==> config.mk <==
export PLATFORM = sky130hd
export DESIGN_NAME = flash_loader
export DESIGN_NICKNAME = d
export VERILOG_FILES = /design/src/rtl/flash_loader.sv
export SDC_FILE = /design/constraint.sdc
export NUM_CORES = 1
export LEC_CHECK = 0
export ABC_AREA = 1
export CORE_MARGIN = 2
export CORE_UTILIZATION = 52
export DETAILED_ROUTE_END_ITERATION = 16
export GPL_TIMING_DRIVEN = 0
export PLACE_DENSITY = 0.77
export SLEW_MARGIN = 0
export SYNTH_ARGS = -nofsm -noshare
export SYNTH_HDL_FRONTEND = slang
export SYNTH_SLANG_ARGS = --single-unit
==> constraint.sdc <==
create_clock -name clk -period 3.53 [get_ports clk]
set_clock_uncertainty 0.15 [all_clocks]
set_input_delay 0.353 -clock clk [delete_from_list [all_inputs] [get_ports clk]]
set_output_delay 0.353 -clock clk [all_outputs]
set_load 0.05 [all_outputs]
==> src/rtl/flash_loader.sv <==
// flash_loader: receives a length-prefixed byte stream from a serial receiver
// and programs it, one 32-bit little-endian word at a time, into a flash
// write port while holding the fetching core in reset.
module flash_loader #(
  parameter int ADDR_W  = 15,
  parameter int TIMEOUT = 1000000
) (
  input  logic              clk,
  input  logic              rst_n,
  input  logic              start,
  input  logic [7:0]        rx_data,
  input  logic              rx_valid,
  output logic              rx_ready,
  output logic [ADDR_W-1:0] flash_addr,
  output logic [31:0]       flash_din,
  output logic              flash_we,
  output logic              busy,
  output logic              done,
  output logic              err,
  output logic              cpu_rst_n
);

  // Idle counter only needs to reach TIMEOUT-1.
  localparam int TW = (TIMEOUT > 1) ? $clog2(TIMEOUT) : 1;

  typedef enum logic [2:0] {
    IDLE,
    LEN0,
    LEN1,
    DATA,
    WRITE,
    DONE,
    ERR
  } state_t;

  state_t            state;
  state_t            state_nxt;

  logic [14:0]       len_q;
  logic [1:0]        byte_idx;
  logic [ADDR_W-1:0] word_addr;
  logic [23:0]       asm_q;
  logic [TW-1:0]     tcnt;

  logic              rx_state;
  logic              accept;
  logic              timeout_hit;
  logic              len_zero;
  logic              last_word;

  // The receive-side handshake depends only on the state register.
  assign rx_state    = (state == LEN0) || (state == LEN1) || (state == DATA);
  assign accept      = rx_valid && rx_state;
  assign timeout_hit = (tcnt == TW'(TIMEOUT - 1));
  // Bit 7 of the high length byte is ignored: lengths are at most 32767 words.
  assign len_zero    = ({rx_data[6:0], len_q[7:0]} == 15'd0);
  assign last_word   = ((32'(word_addr) + 32'd1) == 32'(len_q));

  // State register.
  always_ff @(posedge clk) begin
    // NOTE: sequential state is updated with non-blocking assignments so every
    // flop samples the pre-edge values regardless of block ordering.
    if (!rst_n) begin
      state <= IDLE;
    end else begin
      state <= state_nxt;
    end
  end

  // Next-state and state-decoded outputs.
  always_comb begin
    // NOTE: every output gets a default first so no path through the case
    // leaves a signal unassigned, which would infer a latch.
    state_nxt = state;
    rx_ready  = 1'b0;
    flash_we  = 1'b0;
    busy      = 1'b0;
    done      = 1'b0;
    err       = 1'b0;
    cpu_rst_n = 1'b1;

    case (state)
      IDLE: begin
        if (start) state_nxt = LEN0;
      end

      LEN0: begin
        rx_ready  = 1'b1;
        busy      = 1'b1;
        cpu_rst_n = 1'b0;
        if (accept)           state_nxt = LEN1;
        else if (timeout_hit) state_nxt = ERR;
      end

      LEN1: begin
        rx_ready  = 1'b1;
        busy      = 1'b1;
        cpu_rst_n = 1'b0;
        if (accept)           state_nxt = len_zero ? DONE : DATA;
        else if (timeout_hit) state_nxt = ERR;
      end

      DATA: begin
        rx_ready  = 1'b1;
        busy      = 1'b1;
        cpu_rst_n = 1'b0;
        if (accept) begin
          if (byte_idx == 2'd3) state_nxt = WRITE;
        end else if (timeout_hit) begin
          state_nxt = ERR;
        end
      end

      WRITE: begin
        flash_we  = 1'b1;
        busy      = 1'b1;
        cpu_rst_n = 1'b0;
        state_nxt = last_word ? DONE : DATA;
      end

      DONE: begin
        done = 1'b1;
        if (start) state_nxt = LEN0;
      end

      ERR: begin
        err       = 1'b1;
        cpu_rst_n = 1'b0;
        if (start) state_nxt = LEN0;
      end

      default: begin
        state_nxt = IDLE;
      end
    endcase
  end

  // Datapath: length capture, word assembly, address and idle counter.
  always_ff @(posedge clk) begin
    if (!rst_n) begin
      len_q      <= '0;
      byte_idx   <= '0;
      word_addr  <= '0;
      asm_q      <= '0;
      tcnt       <= '0;
      flash_addr <= '0;
      flash_din  <= '0;
    end else begin
      // Idle counter: runs only while waiting for bytes, cleared by each byte,
      // untouched in WRITE and in the terminal states.
      if (rx_state) begin
        if (accept) tcnt <= '0;
        else        tcnt <= tcnt + 1'b1;
      end

      case (state)
        IDLE, DONE, ERR: begin
          if (start) begin
            len_q     <= '0;
            byte_idx  <= '0;
            word_addr <= '0;
            tcnt      <= '0;
          end
        end

        LEN0: begin
          if (accept) len_q[7:0] <= rx_data;
        end

        LEN1: begin
          if (accept) begin
            len_q[14:8] <= rx_data[6:0];
            byte_idx    <= '0;
          end
        end

        DATA: begin
          if (accept) begin
            byte_idx <= byte_idx + 1'b1;
            case (byte_idx)
              2'd0: asm_q[7:0]   <= rx_data;
              2'd1: asm_q[15:8]  <= rx_data;
              2'd2: asm_q[23:16] <= rx_data;
              default: begin
                // Word complete: present it on the write port for WRITE.
                flash_din  <= {rx_data, asm_q};
                flash_addr <= word_addr;
              end
            endcase
          end
        end

        WRITE: begin
          // The final word leaves the address at length-1 rather than wrapping.
          if (!last_word) word_addr <= word_addr + 1'b1;
        end

        default: ;
      endcase
    end
  end

endmodule
After elaboration in Yosys (flattened, before gate mapping)
Index checks and enable logic that the tools add are counted.

storage, ports and cells
  input bits = 12
  bits in registers = 126
  logic and storage cells = 87

operators by class
  add/sub/neg operators = 4
  eq/ne operators = 17
  bitwise gates (word level) = 1
  reduce and logical (&&, ||, !) cells = 24
  muxes and demuxes = 30

operator list
  kind                   count
  $mux 20                4
  $mux 15                2
  $pmux 15 s2            1
  $mux 3                 8
  $reduce_and 3->1       7
  $add 20x1->20 const B  1
  $eq 20x20->1 const B   1
  $add 15x1->16 const B  1
  $eq 16x15->1           1
  $pmux 8 s2             1
  $add 15x1->15 const B  1
  $logic_not 15->1       1
  $pmux 3 s5             1
  $pmux 7 s2             1
  $eq 3x3->1 const B     3
  $reduce_or 3->1        3
  $mux 8                 1
  $ne 2x2->1 const B     4
  $mux 7                 1
  $eq 3x2->1 const B     2
  $mux 1                 6
  $mux 2                 3
  $pmux 2 s3             1
  $reduce_bool 2->1      3
  16 further kinds       18

Longest topological paths before layout
Gate-level depths: netlist of run 1.

  depth in word-level cells = 8
  gate-level depth with buffers = 17
  depth with buffers taken out = 16

Worst setup path before layout of run 1
Ideal clock, no wire load.

  kind = register to output
  from = reg state[0]
  to = out cpu_rst_n
  data arrival time = 2.385 ns
  stages on the path, launching flop included = 8
  setup slack = 0.642 ns
  data required time = 3.027 ns
  cell sequence = dfxtp_1 -> nor2_1 -> inv_1 -> nor2_2 -> inv_1 -> clkbuf_1 -> nand3_1 -> nor2_1

on the way
  cells in the longest elaborated chain, start to end = 3
  elaborated cells on any way between the ends = 7
  those cells by class = eq/ne: 5; mux: 1; reduce/logical: 1

ends and longest elaborated chain
  item                                RTL line  RTL
  start: declaration                  36        state_t state;
  start signal: assignment            66        state <= state_nxt;
  $eq 3x1->1 (tied with other cells)  82        case (state)
  $reduce_or 5->1 (no line) *         --
  $mux 1 *                            82
  end: declaration                    20        output logic cpu_rst_n

Every way passes the cells marked *; elsewhere a longest branch is shown, timed or not.

Worst setup path in the final report of run 1
  from = reg state[2]
  to = out busy

on the way
  cells in the longest elaborated chain, start to end = 3
  elaborated cells on any way between the ends = 6
  those cells by class = eq/ne: 4; mux: 1; reduce/logical: 1

ends and longest elaborated chain
  item                                RTL line  RTL
  $eq 3x1->1 (tied with other cells)  82
  $reduce_or 4->1 (no line) *         --
  $mux 1 *                            82
  end: declaration                    17        output logic busy,

Marks and branches as above.

==> results of run 1 <==
[power groups by stage]
stage,registers (µW),clock network [µW],logic [µW]
finish,1520,1980,509
global placement,1550,0,480
floorplan,1540,0,372
global route,1530,2040,567
CTS,1520,1990,503
detailed placement,1550,0,495
[area by class of cell]
type                       instances  area [µm²]  share of cell area [%]
clock inverter                    11       211.5                   2.949
multi-input combinational        554        2720                   37.94
tap                              140       175.2                   2.443
sequential                       126        2522                   35.18
inverter                          83       311.5                   4.346
buffer                            29       132.6                   1.850
timing repair buffer              64       640.6                   8.935
clock buffer                      20       455.4                   6.353
[layout by cell type, fill, tap and decap left out, types with 7 or more instances in the layout]
cell type,netlist,routed
nand4_1,8,8
dfxtp_1,126,126
a21oi_1,74,74
a22oi_1,8,8
o21ai_0,82,82
nor3_1,8,8
nor2_1,147,147
inv_1,78,78
clkdlybuf4s50_1,0,64
nand3_1,40,40
clkbuf_16,0,16
nor4_1,7,7
clkbuf_1,22,21
nand2_1,128,128
[state kept, by name, summed over array words and instances, names as in the netlist]
| name | count |
|---|---|
| tcnt | 20 |
| flash_addr | 15 |
| asm_q | 24 |
| len_q | 15 |
| flash_din | 32 |
| word_addr | 15 |
| state | 3 |
| byte_idx | 2 |
[logic make-up after synthesis]
family          count (synthesis)  synth area share [%]
buf+inv                       113                 7.879
xor+xnor                       12                 2.839
fa+ha+maj                       6                 1.320
simple gates                  358                 27.09
flops                         126                 44.37
compound gates                178                 16.51
[critical path, cell delays in order (launching register included)]
cell and delay, ps:
dfxtp_1 440, inv_1 140, nor2_4 310, inv_1 330, nand3_1 210, clkdlybuf4s50_1 820
[metrics by stage]
step | total power, µW | cells
after floorplan | 1908 | 793
after global placement | 2030 | 997
after detailed placement | 2047 | 997
after CTS | 4011 | 1027
after global routing | 4137 | 1027
final | 4014 | 1027
[metal layers]
layer	share of wire (%)	wire (µm)	vias to the layer above	track usage, %
li1	-	-	2758	-
met1	45	7064	2564	35.86
met2	46	7143	209	43.71
met3	6.5	1026	38	6.450
met4	2.8	444	0	13.10
met5	0	0	-	0
[how the worst max path moves through the flow]
| stage | slack (ps) | end | depth (start not counted) |
|---|---|---|---|
| 6_report | 240 | busy | 5 |
| 5_1_grt | 70 | busy | 6 |
| 4_1_cts | 230 | busy | 5 |
| 3_5_place_dp | 460 | busy | 7 |
| 3_3_place_gp | 490 | busy | 7 |
| 2_1_floorplan | 640 | cpu_rst_n | 7 |
==> results.md, run 1 <==
- Status: finished clean
- Share of final-layout standard cells stronger than drive strength 1: between 6 and 7%
- Proportion of netlist area held by the largest area contributor: 44.37%
- Filler cell count in the final layout: roughly 940
- Final worst hold slack: 331.9 ps
- Bufs on Longest Clock Path: 2
- Worst hold path stage count: 2
- P&R area growth vs syn: 26.10%
- Remaining antenna violation count after routing: 0
- Startpoint of the tightest hold check path: asm_q[5]
- Clock-pin slew reported for the worst setup and hold paths after clock tree synthesis: roughly 60 ps
- Endpoint of the lowest-slack register-to-register path: word_addr[9]
- Total wire length: approximately 16000 µm
- Hold Buf Count CTS: 0
- Worst min-delay path category: flip-flop to flip-flop
- Final number of hold-violating endpoints: 0
- Achievable clock frequency: 303.6 MHz
- Estimated wirelength of the detail-placed design: approximately 11000 µm
- Number of instances in the synthesized netlist: 793
- Worst path arrival time: ~2800 ps
- Cell area after layout: between 0.007 and 0.008 mm²
- Logic pwr share: 12.7%
- Clock tree from TritonCTS: yes
- Final-report setup violation count: 0
- RR Startpoint: word_addr[0]
- Number of DRC markers in iteration 0: 349
- First-pass DRT Iterations: 5
- Worst Setup Slack, final: about 240 ps
- Slew headroom: a little under three fifths
- Routed len/inst: around 15 µm
- Layout Utilization: 66.72%
- Endpoint class of the critical path: output pin
- Number of buffers added by the clock tree synthesis step: 17
- Total placed instance area: approximately 0.0065 mm²
- Worst setup path start: state[2]
- Flop and latch count out of synthesis: around 130
- Launching element type of the critical path: flip-flop
- List of most frequent post-synthesis cells: nor2_1, nand2_1, dfxtp_1
- Unique masters post-synth: 39
- Async set-or-reset flop fraction in the synthesized netlist: 0%
- Share of the clock period used by the worst path: between 90% and 100%
- Average instance area after synthesis: around 7 µm²
- Total global routing overflow: 0
- Worst R2R Setup Slack: about 820 ps
- Number of antenna violations at the first check in global routing: 0
- Final sum of negative setup slack: 0 ps
- Setup CP Type: flip-flop to output pin
- Total power density per cell area: 559.9 mW/mm²
- Worst endpoint required time: between 3000 and 4000 ps
- Unrepaired setup endpoints after global routing: false
- CTS Sinks: 126
- Total number of nets in the final design: ~890
- Pint: just under 3000 µW
- Die height: 108.6 µm
- Cell at the root of the clock tree: clkbuf_8
- Sw Ratio: 25.72%
- Initial cell density of the core: a little over half
- Syn nets: 811
- Number of flops mapped to enable cells by yosys: 0
- Cell types with the largest area share after synthesis: dfxtp_1, nor2_1, nand2_1, o21ai_0, a21oi_1
- FF-to-FF path depth: 13
- Cell taking the most area after synthesis: dfxtp_1
- Full die area: about 0.012 mm²
- Clock Latency Late Sink: between 500 and 600 ps
- Count of cells resized by post-cts repair: 1
- Total number of vias: about 5600
- Row count: 38
- Maximum number of pins on one net before global-route repair: 17
- Area of the placeable core: 0.01075 mm²
- H-tree levels: 4
- Leakage power: just over 0.003 µW
- Max-cap violations: 0
- Tightest Pin Transition: 669.2 ps
- # port buffers: between 60 and 70
- Final Slew Violations: 0
- IO Count: 65
- Post-route DRC violation count: 0
- Via count of the first global-routing pass: around 5400
- Post-detailed-route via-to-cell ratio: ~5.4
- Most common cell in the netlist: nor2_1
- Global routing usage summed across all routing layers: approximately 28%
- Portion of the post-synthesis area used by sequential elements: between 40 and 50%
- Antenna Diode Count: 0
- Critical Path Fanout Max: 13
- Die boundary width: 108.6 µm
- Global-route wire length before repair: 25390 µm
- Dpl ws: around 460 ps
- Minimum clock period: around 3300 ps
- Post-CTS setup-driven buffer insertion count: 0
- Most used flip-flop cell after synthesis: dfxtp_1
- Net switching component of the power: ~1000 µW
- Clock network fraction of total power: between 40% and 50%
- Global placer's final weighted congestion: between 0.9 and 1
- Peak VDD IR: between 0.0003 and 0.0004 V
- Seq pwr share: between 30% and 40%
- Post-synth design cell area: approximately 0.0057 mm²
- Worst hold endpoint: flash_din[5]
- Yosys Warn Count: 0
No activity file was read; power rests on OpenSTA's default activity.
==> run 2, diff against run 1 <==
--- a/config.mk
+++ b/config.mk
@@ -6,7 +6,7 @@
 export NUM_CORES = 1
 export LEC_CHECK = 0
 export ABC_AREA = 1
-export CORE_MARGIN = 2
+export CORE_MARGIN = 3
 export CORE_UTILIZATION = 52
 export DETAILED_ROUTE_END_ITERATION = 16
 export GPL_TIMING_DRIVEN = 0
==> run 2 against run 1 <==
Against the previous run: worst setup slack got worse by 49 ps; sequential power hardly changed; maximum frequency fell by 1.5%; highest routed layer unchanged; critical endpoint unchanged; hold slack got worse by 4.9 ps; register-to-register slack improved by 70 ps; flip-flop and latch count unchanged.
==> results.md, run 2 (same netlist as run 1, synthesis figures left out) <==
- RR Startpoint: word_addr[0]
- Startpoint of the tightest hold check path: tcnt[19]
- Kind of cell adding the most delay to the critical path: buffers and inverters
- Critical Path Fanout Max: 13
- Footprint of the flip-flops and latches: between 0.002 and 0.003 mm²
- Total number of vias: around 5600
- Max-cap violations: 0
- Full die area: roughly 0.012 mm²
- Net switching component of the power: ~1000 µW
- # port buffers: 64
- Final-report setup violation count: 0
- Clock Latency Late Sink: between 500 and 600 ps
- Register with the highest flop count: flash_din
- Bufs on Longest Clock Path: 2
- CTS Sinks: 126
- Number of antenna violations at the first check in global routing: 0
- Status: finished clean
- Number of buffers added by the clock tree synthesis step: 17
- P&R area growth vs syn: 24.49%
- CP Cell Sequence: nor2_1 > inv_1 > nor2_4 > inv_1 > nand3_1 > clkdlybuf4s50_1
- Logic pwr share: between 10% and 20%
- Estimated wirelength of the detail-placed design: 11130 µm
- Post-CTS setup-driven buffer insertion count: 0
- Antenna Diode Count: 0
- Die boundary width: ~110 µm
- Leakage power: 0.002986 µW
- IO Count: 65
- Critical path buffers and inverters: 3
- Total power density per cell area: 524.9 mW/mm²
- Fin cells: 1024
- Worst path arrival time: 2840 ps
- Commonest non-fill, non-tap cells in the layout: nor2_1, nand2_1, dfxtp_1, o21ai_0, inv_1
- Via count of the first global-routing pass: 5298
- Achievable clock frequency: 299.1 MHz
- Seq pwr share: between 40% and 50%
- Most prevalent standard cell on the critical path: inv_1
- Post-route DRC violation count: 0
- Final number of hold-violating endpoints: 0
- Tightest Pin Transition: roughly 680 ps
- Remaining antenna violation count after routing: 0
- Slew headroom: between 50% and 60%
- Launching element type of the critical path: flip-flop
- Count of placed standard cells including taps: between 900 and 1000
- Peak VDD IR: between 0.0004 and 0.0005 V
- Filler cell count in the final layout: 920
- Clock tree from TritonCTS: yes
- Total global routing overflow: 0
- Sw Ratio: between 20% and 30%
- Total number of nets in the final design: 893
- Clock-pin slew reported for the worst setup and hold paths after clock tree synthesis: ~60 ps
- Count of cells resized by post-cts repair: 1
- Pint: ~2700 µW
- Most common cell after layout, fill and taps aside: nor2_1
- Die height: between 100 and 150 µm
- Worst endpoint required time: just over 3000 ps
- Critical Path Max Stage Delay: a little over 800 ps
- Unrepaired setup endpoints after global routing: false
- Setup CP Type: flip-flop to output pin
- Global-route wire length before repair: around 26000 µm
- Clock network fraction of total power: 45.5%
- Area of the placeable core: approximately 0.010 mm²
- Row count: 37
- Worst min-delay path category: flip-flop to flip-flop
- Cell at the root of the clock tree: clkbuf_8
- Post-detailed-route via-to-cell ratio: roughly 5.5
- Maximum number of pins on one net before global-route repair: 17
- Routed len/inst: approximately 15 µm
- First-pass DRT Iterations: 5
- Multi-input gate area: 0.002720 mm²
- Crit-path slowest cell: clkdlybuf4s50_1
- Final sum of negative setup slack: 0 ps
- Hold Buf Count CTS: 0
- Global routing usage summed across all routing layers: about a quarter
- Initial cell density of the core: 54.34%
- Largest registers in the final layout: flash_din: 32 flops, asm_q: 24 flops, tcnt: 20 flops
- Global placer's final weighted congestion: 0.9464
- Worst setup path start: state[0]
- Share of final-layout standard cells stronger than drive strength 1: roughly 6.4%
- Number of DRC markers in iteration 0: ~420
- Total wire length: 15280 µm
- Minimum clock period: about 3300 ps
- Endpoint class of the critical path: output pin
- Share of the clock period used by the worst path: between 90% and 100%
- Max reg flops: 32
- Final Slew Violations: 0
- H-tree levels: 4
==> run 2: layout make-up <==
class,count,share of cell area [%]
plain buffers,29,1.874
clock buffers,19,6.240
clock inverters,13,1.962
inverters,83,4.402
multi-input cells,554,38.43
flip-flops and latches,126,35.64
well taps,136,2.404
repair buffers,64,9.051
==> run 2: stage by stage <==
stage | utilization (%) | worst slack (ps) | power, µW | instance area [µm²] | hold WS, ps
floorplan | - | 641.8 | 1908 | 5685 | 286.0
global placement | 62.09 | 406.8 | 2029 | 6496 | 300.9
detailed placement | 62.09 | 364.7 | 2043 | 6496 | 311.1
CTS | 67.65 | 170.5 | 3730 | 7078 | 321.2
global route | 67.65 | 8.345 | 3877 | 7078 | 355.5
finish | 67.65 | 186.9 | 3715 | 7078 | 326.9
==> run 2: final timing paths <==
check | endpoint | slack, ps | cells past startpoint
worst max-delay path | busy | 190 | 6
worst min-delay path | tcnt[19] | 330 | 1
worst max register to register | word_addr[12] | 890 | 13
worst min register to register | tcnt[19] | 330 | 1
==> run 2: power by group through the flow <==
| stage | Clock, µW | Combinational, µW | Sequential, µW |
|---|---|---|---|
| 6_report | 1690 | 500 | 1520 |
| 5_1_grt | 1790 | 562 | 1530 |
| 4_1_cts | 1710 | 494 | 1520 |
| 3_5_place_dp | 0 | 491 | 1550 |
| 3_3_place_gp | 0 | 478 | 1550 |
| 2_1_floorplan | 0 | 372 | 1540 |
==> run 2: routing by layer <==
metal	wire [µm]	track usage, %	up-vias	share of wire, %
li1	-	-	2771	-
met1	6934	34.55	2563	45
met2	6946	40.13	219	45
met3	1089	6.301	28	7.1
met4	314	9.852	0	2.1
met5	0	0	-	0
